### src/rtl/mem_bus_arbiter.sv
// Round-robin arbiter that shares one fixed-latency memory bus between NREQ requesters.
// One transaction runs at a time: IDLE (arbitrate) -> ACCESS (MEM_LAT cycles) -> RESP (done pulse).
module mem_bus_arbiter #(
    parameter int NREQ    = 3,
    parameter int ADDR_W  = 8,
    parameter int DATA_W  = 8,
    parameter int MEM_LAT = 1
) (
    input  logic                     clk,
    input  logic                     reset,
    input  logic [NREQ-1:0]          req,
    input  logic [NREQ-1:0]          req_we,
    input  logic [NREQ*ADDR_W-1:0]   req_addr,
    input  logic [NREQ*DATA_W-1:0]   req_wdata,
    output logic [NREQ-1:0]          gnt,
    output logic [NREQ-1:0]          done,
    output logic [DATA_W-1:0]        rdata,
    output logic                     busy,
    output logic                     mem_en,
    output logic                     mem_we,
    output logic [ADDR_W-1:0]        mem_addr,
    output logic [DATA_W-1:0]        mem_wdata,
    input  logic [DATA_W-1:0]        mem_rdata
);

    localparam int ID_W  = (NREQ > 1) ? $clog2(NREQ) : 1;
    localparam int CNT_W = (MEM_LAT > 1) ? $clog2(MEM_LAT) : 1;

    typedef enum logic [1:0] {
        IDLE   = 2'd0,
        ACCESS = 2'd1,
        RESP   = 2'd2
    } state_t;

    state_t              state;
    state_t              state_next;

    logic [ID_W-1:0]     ptr;
    logic [ID_W-1:0]     cand;
    logic [ID_W-1:0]     winner;
    logic                found;

    logic [ID_W-1:0]     cur_id;
    logic                cur_we;
    logic [ADDR_W-1:0]   cur_addr;
    logic [DATA_W-1:0]   cur_wdata;
    logic [CNT_W-1:0]    cnt;
    logic [NREQ-1:0]     gnt_q;

    // Scan from the port after the last winner, wrapping modulo NREQ (not a power of two).
    always_comb begin
        found  = 1'b0;
        winner = '0;
        cand   = '0;
        for (int k = 1; k <= NREQ; k++) begin
            cand = ID_W'((int'(ptr) + k) % NREQ);
            if (!found && req[cand]) begin
                found  = 1'b1;
                winner = cand;
            end
        end
    end

    always_comb begin
        state_next = state;
        case (state)
            IDLE:    if (found) state_next = ACCESS;
            ACCESS:  if (cnt == '0) state_next = RESP;
            RESP:    state_next = IDLE;
            default: state_next = IDLE;
        endcase
    end

    always_ff @(posedge clk or posedge reset) begin
        if (reset) begin
            state <= IDLE;
        end else begin
            state <= state_next;
        end
    end

    // Requester inputs are sampled only on the IDLE->ACCESS edge; afterwards they may change freely.
    always_ff @(posedge clk or posedge reset) begin
        if (reset) begin
            ptr       <= ID_W'(NREQ - 1);
            cur_id    <= '0;
            cur_we    <= 1'b0;
            cur_addr  <= '0;
            cur_wdata <= '0;
            cnt       <= '0;
            gnt_q     <= '0;
            rdata     <= '0;
        end else begin
            gnt_q <= '0;
            case (state)
                IDLE: begin
                    if (found) begin
                        ptr       <= winner;
                        cur_id    <= winner;
                        cur_we    <= req_we[winner];
                        cur_addr  <= req_addr[int'(winner)*ADDR_W +: ADDR_W];
                        cur_wdata <= req_wdata[int'(winner)*DATA_W +: DATA_W];
                        cnt       <= CNT_W'(MEM_LAT - 1);
                        gnt_q     <= NREQ'(1) << winner;
                    end
                end
                ACCESS: begin
                    if (cnt != '0) begin
                        cnt <= cnt - 1'b1;
                    end else if (!cur_we) begin
                        rdata <= mem_rdata;
                    end
                end
                default: ;
            endcase
        end
    end

    // Bus strobes come straight from the state so an async reset clears them immediately.
    always_comb begin
        gnt       = gnt_q;
        busy      = (state != IDLE);
        mem_en    = (state == ACCESS);
        mem_we    = 1'b0;
        mem_addr  = '0;
        mem_wdata = '0;
        done      = '0;
        if (state == ACCESS) begin
            mem_we    = cur_we;
            mem_addr  = cur_addr;
            mem_wdata = cur_wdata;
        end
        if (state == RESP) begin
            done = NREQ'(1) << cur_id;
        end
    end

endmodule

### config.mk
export PLATFORM = sky130hd
export DESIGN_NAME = mem_bus_arbiter
export DESIGN_NICKNAME = d
export VERILOG_FILES = /design/src/rtl/mem_bus_arbiter.sv
export SDC_FILE = /design/constraint.sdc
export NUM_CORES = 1
export LEC_CHECK = 0
export CAP_MARGIN = 5
export CORE_AREA = 4 4 75 77
export CTS_CLUSTER_SIZE = 14
export DETAILED_ROUTE_END_ITERATION = 12
export DIE_AREA = 0 0 79 81
export GPL_ROUTABILITY_DRIVEN = 0
export PLACE_DENSITY = 0.85
export SYNTH_ARGS = -nofsm -noshare
export SYNTH_HDL_FRONTEND = slang
export SYNTH_SLANG_ARGS = --single-unit
export TNS_END_PERCENT = 1
### constraint.sdc
create_clock -name clk -period 2.89 [get_ports clk]
set_input_delay 0.289 -clock clk [delete_from_list [all_inputs] [get_ports clk]]
set_output_delay 0.289 -clock clk [all_outputs]
set_load 0.05 [all_outputs]
; Word level (Yosys, flattened, before mapping)
; Cells that the tools add are included.
[totals]
reg_bits = 35
inputBits = 64
output_inout_bits = 33
word_cells = 67
[classes]
addsub = 4
div = 3
order_cmp = 4
eq_ne = 4
shift = 4
n_mux = 26
bitwise = 2
reduce_logical = 11
[ops]
columns = operator, n
row1 = remainder unit 32 x 3 -> 32 bit (second input constant), 3
row2 = indexed part select 24 x 6 -> 8 bit, 2
row3 = 2-to-1 mux 8 bit, 2
row4 = < comparator 2 x 3 -> 1 bit (second input constant), 4
row5 = 2-to-1 mux 1 bit, 10
row6 = 2-to-1 mux 2 bit, 5
row7 = 2-to-1 mux 3 bit, 3
row8 = binary-select mux 1 bit (select 2 bit), 4
row9 = adder 2 x 2 -> 3 bit (second input constant), 2
row10 = AND reduction 2 bit, 3
row11 = << shifter 1 x 2 -> 3 bit (first input constant), 2
row12 = != test 2 bit (second input constant), 2
row13 = one-hot mux 2 bit (2 select lines), 1
row14 = nonzero test 2 bit, 2
row15 = adder 2 x 1 -> 3 bit (second input constant), 1
row16 = AND reduction 3 bit, 1
row17 = == test 2 x 1 -> 1 bit (second input constant), 1
row18 = == test 2 bit (second input constant), 1
row19 = logical AND 1 bit, 2
row20 = logical NOT 1 bit, 2
row21 = logical NOT 2 bit, 1
row22 = inverter 1 bit, 2
row23 = one-hot mux 1 bit (2 select lines), 1
row24 = subtractor 1 bit (second input constant), 1

; Depth between registers and ports, before layout
[depth]
ltp_word = 14
depth_mapped = 11
ltp_nobuf = 8

; Least setup slack after synthesis
; OpenSTA, ideal clock, no wires.
[synth_timing]
kind = register -> output
from = reg ptr[0] (netlist name)
to = out done[1]
t_arrival_ns = 2.155
t_required_ns = 2.601
path_slack_ns = 0.446
stages_incl_launch_ff = 3
path_buffers = 0
cell_sequence = dfrtp_1 -> inv_1 -> nor4b_1
[synth_lines]
columns = element, line
row1 = to (decl), 16  ; output logic [NREQ-1:0] done,

; Final worst setup path
[layout_timing]
from = reg ptr[0]
to = reg cur_id[1]
[layout_between]
elab_chain_cells = 12
word_cells_on_any_way = 23
cone_classes = add/sub: 3 / div: 3 / mux: 12 / reduce/logical: 5
[layout_lines]
columns = element, line
row1 = from (decl), 38  ; logic [ID_W-1:0] ptr;
row2 = from (signal assigned), 85  ; ptr <= ID_W'(NREQ - 1);
row3 = from (signal assigned), 98  ; ptr <= winner;
row4 = adder 2 x 1 -> 3 bit, 56  ; cand = ID_W'((int'(ptr) + k) % NREQ);
row5 = remainder unit 32 x 3 -> 32 bit, 56
row6 = binary-select mux 1 bit (select 2 bit), 57  ; if (!found && req[cand]) begin
row7 = 2-to-1 mux 1 bit (not written as such), 57
row8 = 2-to-1 mux 1 bit, 57
row9 = logical NOT 1 bit, 57
row10 = logical AND 1 bit, 57
row11 = 2-to-1 mux 1 bit, 57
row12 = logical NOT 1 bit, 57
row13 = logical AND 1 bit, 57
row14 = 2-to-1 mux 1 bit, 57
row15 = AND reduction 2 bit (no line), -
row16 = to (signal assigned), 99  ; cur_id <= winner;
row17 = to (decl), 43  ; logic [ID_W-1:0] cur_id;
; Parallel ways exist; a longest one is shown, timed or not. The select of a mux whose other input is x is not followed.
; A chain may end at the register's enable or synchronous reset.

==> results_dict.tcl <==
set metrics [dict create \
    outcome "complete, no violations" \
    start_util 0.393 \
    critPathLaunch "ptr[0]$_DFFE_PP0P_" \
    hold_viol_final 0 \
    post-cts-setup-buffers 0 \
    timing.setup.tns_ns 0 \
    synth_largest_type_area_fraction 0.406 \
    drive_gt1_frac 0.167 \
    critPathCapture "cur_id[1]$_DFFE_PP0P_" \
    fillers 437 \
    dr.pass1.iters 4 \
    multiInputGateArea_sq_um 1030 \
    cp_slowest_cell "sky130_fd_sc_hd__or4b_4" \
    asyncSetResetFlopFracSynth 1.00 \
    register_area_share_after_synthesis 0.420 \
    routed_via_density 4.96 \
    htree_levels 2 \
    r2r_end "cur_id[1]$_DFFE_PP0P_" \
    die_area_sq_um 6400 \
    post_synthesis_instance_area_sq_um 1970 \
    netlist_top_cells_area "sky130_fd_sc_hd__dfrtp_1 (41%), sky130_fd_sc_hd__mux2i_1 (10%), sky130_fd_sc_hd__o221ai_1 (7.6%), sky130_fd_sc_hd__nand2_1 (7.2%), sky130_fd_sc_hd__and2_1 (5.7%)" \
    post_cts_resized 0 \
    max_stage_delay_ns 0.50 \
    maximum_number_of_pins_on_one_net_before_global_route_repair 34 \
    first_global_vias 1791 \
    p_per_area_nw_per_um2 1300 \
    maxCapViolations 0 \
    hold_class "in2async" \
    buffers_from_clock_root_to_sink_at_most 2 \
    final_max_slew_viol_count 0 \
    timing.critical_path.required_ns 3.06 \
    initial_antenna_violation_count 0 \
    total_core_area_sq_um 5010 \
    max_slew.worst_pin.slew_ns 0.672 \
    path_clk_slew_ns 0.07 \
    finalCoreUtilization 0.606 \
    grtUsageTotal 0.166 \
    worst-r2r-cell-count 9 \
    synth-main-ff-cell "sky130_fd_sc_hd__dfrtp_1" \
    finalClockSkew_ns 0.00312 \
    die_height_um 81 \
    final_global_route_overflow_total 0 \
    nets 360 \
    critical_path_cell_count 9 \
    routed_antenna_nets 0 \
    dr.first_iter.drc_count 57 \
    finalNonFillerCells 363 \
    dr_total_vias 1800 \
    max_slew_margin 0.551 \
    r2r-start "ptr[0]$_DFFE_PP0P_" \
    rsz0062_at_grt "false" \
    cts_tree "built" \
    cts.root.buffer_cell "sky130_fd_sc_hd__clkbuf_8" \
    placement.io_buffers 96 \
    clk-insertion-delay-late_ns 0.28 \
    route.detailed.wl_per_inst_um 14.5 \
    p_leak_nw 1.32 \
    placed_cells 355 \
    mappedNetlistNets 264 \
    core.rowCount 26 \
    timing.final.crit_period_ns 2.61 \
    post-layout-total-power_w 0.00396 \
    ys_types 36 \
    totalWireLength_mm 5.25 \
    area_growth_syn_to_layout_pct 54.1 \
    drcViolationCount 0 \
    timing.critical_path.arrival_ns 2.79 \
    critPathTopFamily "multiplexers" \
    syn-mean-instance-area_sq_um 10.1 \
    synth_enable_flop_cells 0 \
    power.ir.vdd_worst_v 0.000687 \
    dp.final_hpwl_mm 4.08 \
    timing.reg2reg.setup_slack_ns 0.28 \
    seq_cell_area_sq_um 827 \
    finalInstanceArea_sq_um 3040 \
    hold_buffers 0 \
    finalCritPeriodShare 0.905 \
    cp.buffers_inverters 3 \
    setup.worst_path.class "reg2reg" \
    crit_fanout 24 \
    io-pin-count 97 \
    die_x_um 79 \
    clock-sinks 33 \
    max_freq_mhz 383 \
    antennaDiodeCount 0 \
    netlist_instances 196 \
    synth-warning-count 0 \
    postPlaceCellArea_sq_um 2940 \
    synth_most_common_cell "sky130_fd_sc_hd__nand2_1" \
    yosysTopAreaCell "sky130_fd_sc_hd__dfrtp_1" \
    clock_buffers_created_by_tritoncts 5 \
    setup.worst_path.start_class "flop" \
    synthTopCellsByCount "sky130_fd_sc_hd__nand2_1 (38), sky130_fd_sc_hd__dfrtp_1 (32), sky130_fd_sc_hd__mux2i_1 (20), sky130_fd_sc_hd__and2_1 (18), sky130_fd_sc_hd__o221ai_1 (17)" \
    timing.critical_path.to_type "flop" \
    synthesized_flop_and_latch_total 33 \
    global_route_wire_length_before_repair_mm 8.40 \
    setup_viol_count_final 0 \
    worstPathCellList "inv_1 > ha_1 > mux2i_1 > mux2_1 > or4b_4 > o21bai_4 > buf_4 > inv_2 > o21a_1" \
]
[through the flow]
stage	hold slack (ns)	setup WS, ns
detailed placement	0.468	0.291
global route	0.433	0.0901
floorplan	0.417	0.446
CTS	0.401	0.275
global placement	0.461	0.386
finish	0.393	0.276
[worst reg2reg max path: stages, from the launching register on]
cell	delay [ns]
sky130_fd_sc_hd__dfrtp_1	0.44
sky130_fd_sc_hd__inv_1	0.12
sky130_fd_sc_hd__ha_1	0.30
sky130_fd_sc_hd__mux2i_1	0.28
sky130_fd_sc_hd__mux2_1	0.22
sky130_fd_sc_hd__or4b_4	0.50
sky130_fd_sc_hd__o21bai_4	0.16
sky130_fd_sc_hd__buf_4	0.27
sky130_fd_sc_hd__inv_2	0.06
sky130_fd_sc_hd__o21a_1	0.16
[sequential cells by signal, indices dropped and copies added (netlist names)]
name and count:
cur_addr 8, cur_wdata 8, rdata 8, gnt 3
ptr 2, state 2, cur_id 1, cur_we 1
[area by class of cell]
class,instances,area share
multi-input combinational,144,0.339
timing repair buffer,104,0.321
sequential,33,0.272
clock buffer,7,0.0317
tap,70,0.0288
inverter,4,0.00494
clock inverter,1,0.00165
[placed cells by master (no fill, tap or decap), drive strengths merged, types with 2 or more instances in the layout]
master,netlist,final
o21ai,4,4
nor2,3,3
o221ai,17,17
inv,4,4
dfrtp,32,32
mux2i,20,20
nor2b,10,10
o21a,2,2
nand2,38,38
mux2,9,9
buf,13,26
and2,18,18
nor4b,2,2
ha,4,4
clkdlybuf4s50,0,78
nor3b,2,2
clkbuf,2,7
[report_power, final]
group / switching [W] / total, W / leakage (nW) / internal (W)
Combinational: 0.00163 / 0.00274 / 0.866 / 0.00111
Sequential: 0.000124 / 0.000835 / 0.402 / 0.000712
Clock: 0.000166 / 0.000381 / 0.0542 / 0.000215
[worst min-delay path by stage]
stage	to	start	slack [ns]
after floorplan	cur_addr[0]$_DFFE_PP0P_	reset	0.42
after global placement	cur_wdata[4]$_DFFE_PP0P_	cur_wdata[4]$_DFFE_PP0P_	0.46
after detailed placement	cur_wdata[5]$_DFFE_PP0P_	cur_wdata[5]$_DFFE_PP0P_	0.47
after CTS	cur_addr[2]$_DFFE_PP0P_	reset	0.40
after global routing	cur_addr[2]$_DFFE_PP0P_	reset	0.43
final	cur_addr[2]$_DFFE_PP0P_	reset	0.39
[metal layers]
layer  wire length [um]  vias to the layer above  GRT usage
met5                  0                        -          0
met4                 46                        0     0.0515
met3                477                        6     0.0643
met2               2570                       67      0.285
met1               2150                      849      0.192
li1                   -                      878          -
[cells by family (layout without fill, tap and decap cells)]
logic type / after synthesis / after routing / share of synthesized area
multiplexers: 29 / 29 / 0.153
AO/OA/AOI/OAI: 31 / 31 / 0.131
flip-flops: 33 / 33 / 0.420
adder cells (fa/ha/maj): 4 / 4 / 0.0254
AND/OR/NAND/NOR: 80 / 80 / 0.213
buffers and inverters: 19 / 116 / 0.0578
Power figures use the tool's default switching activity.
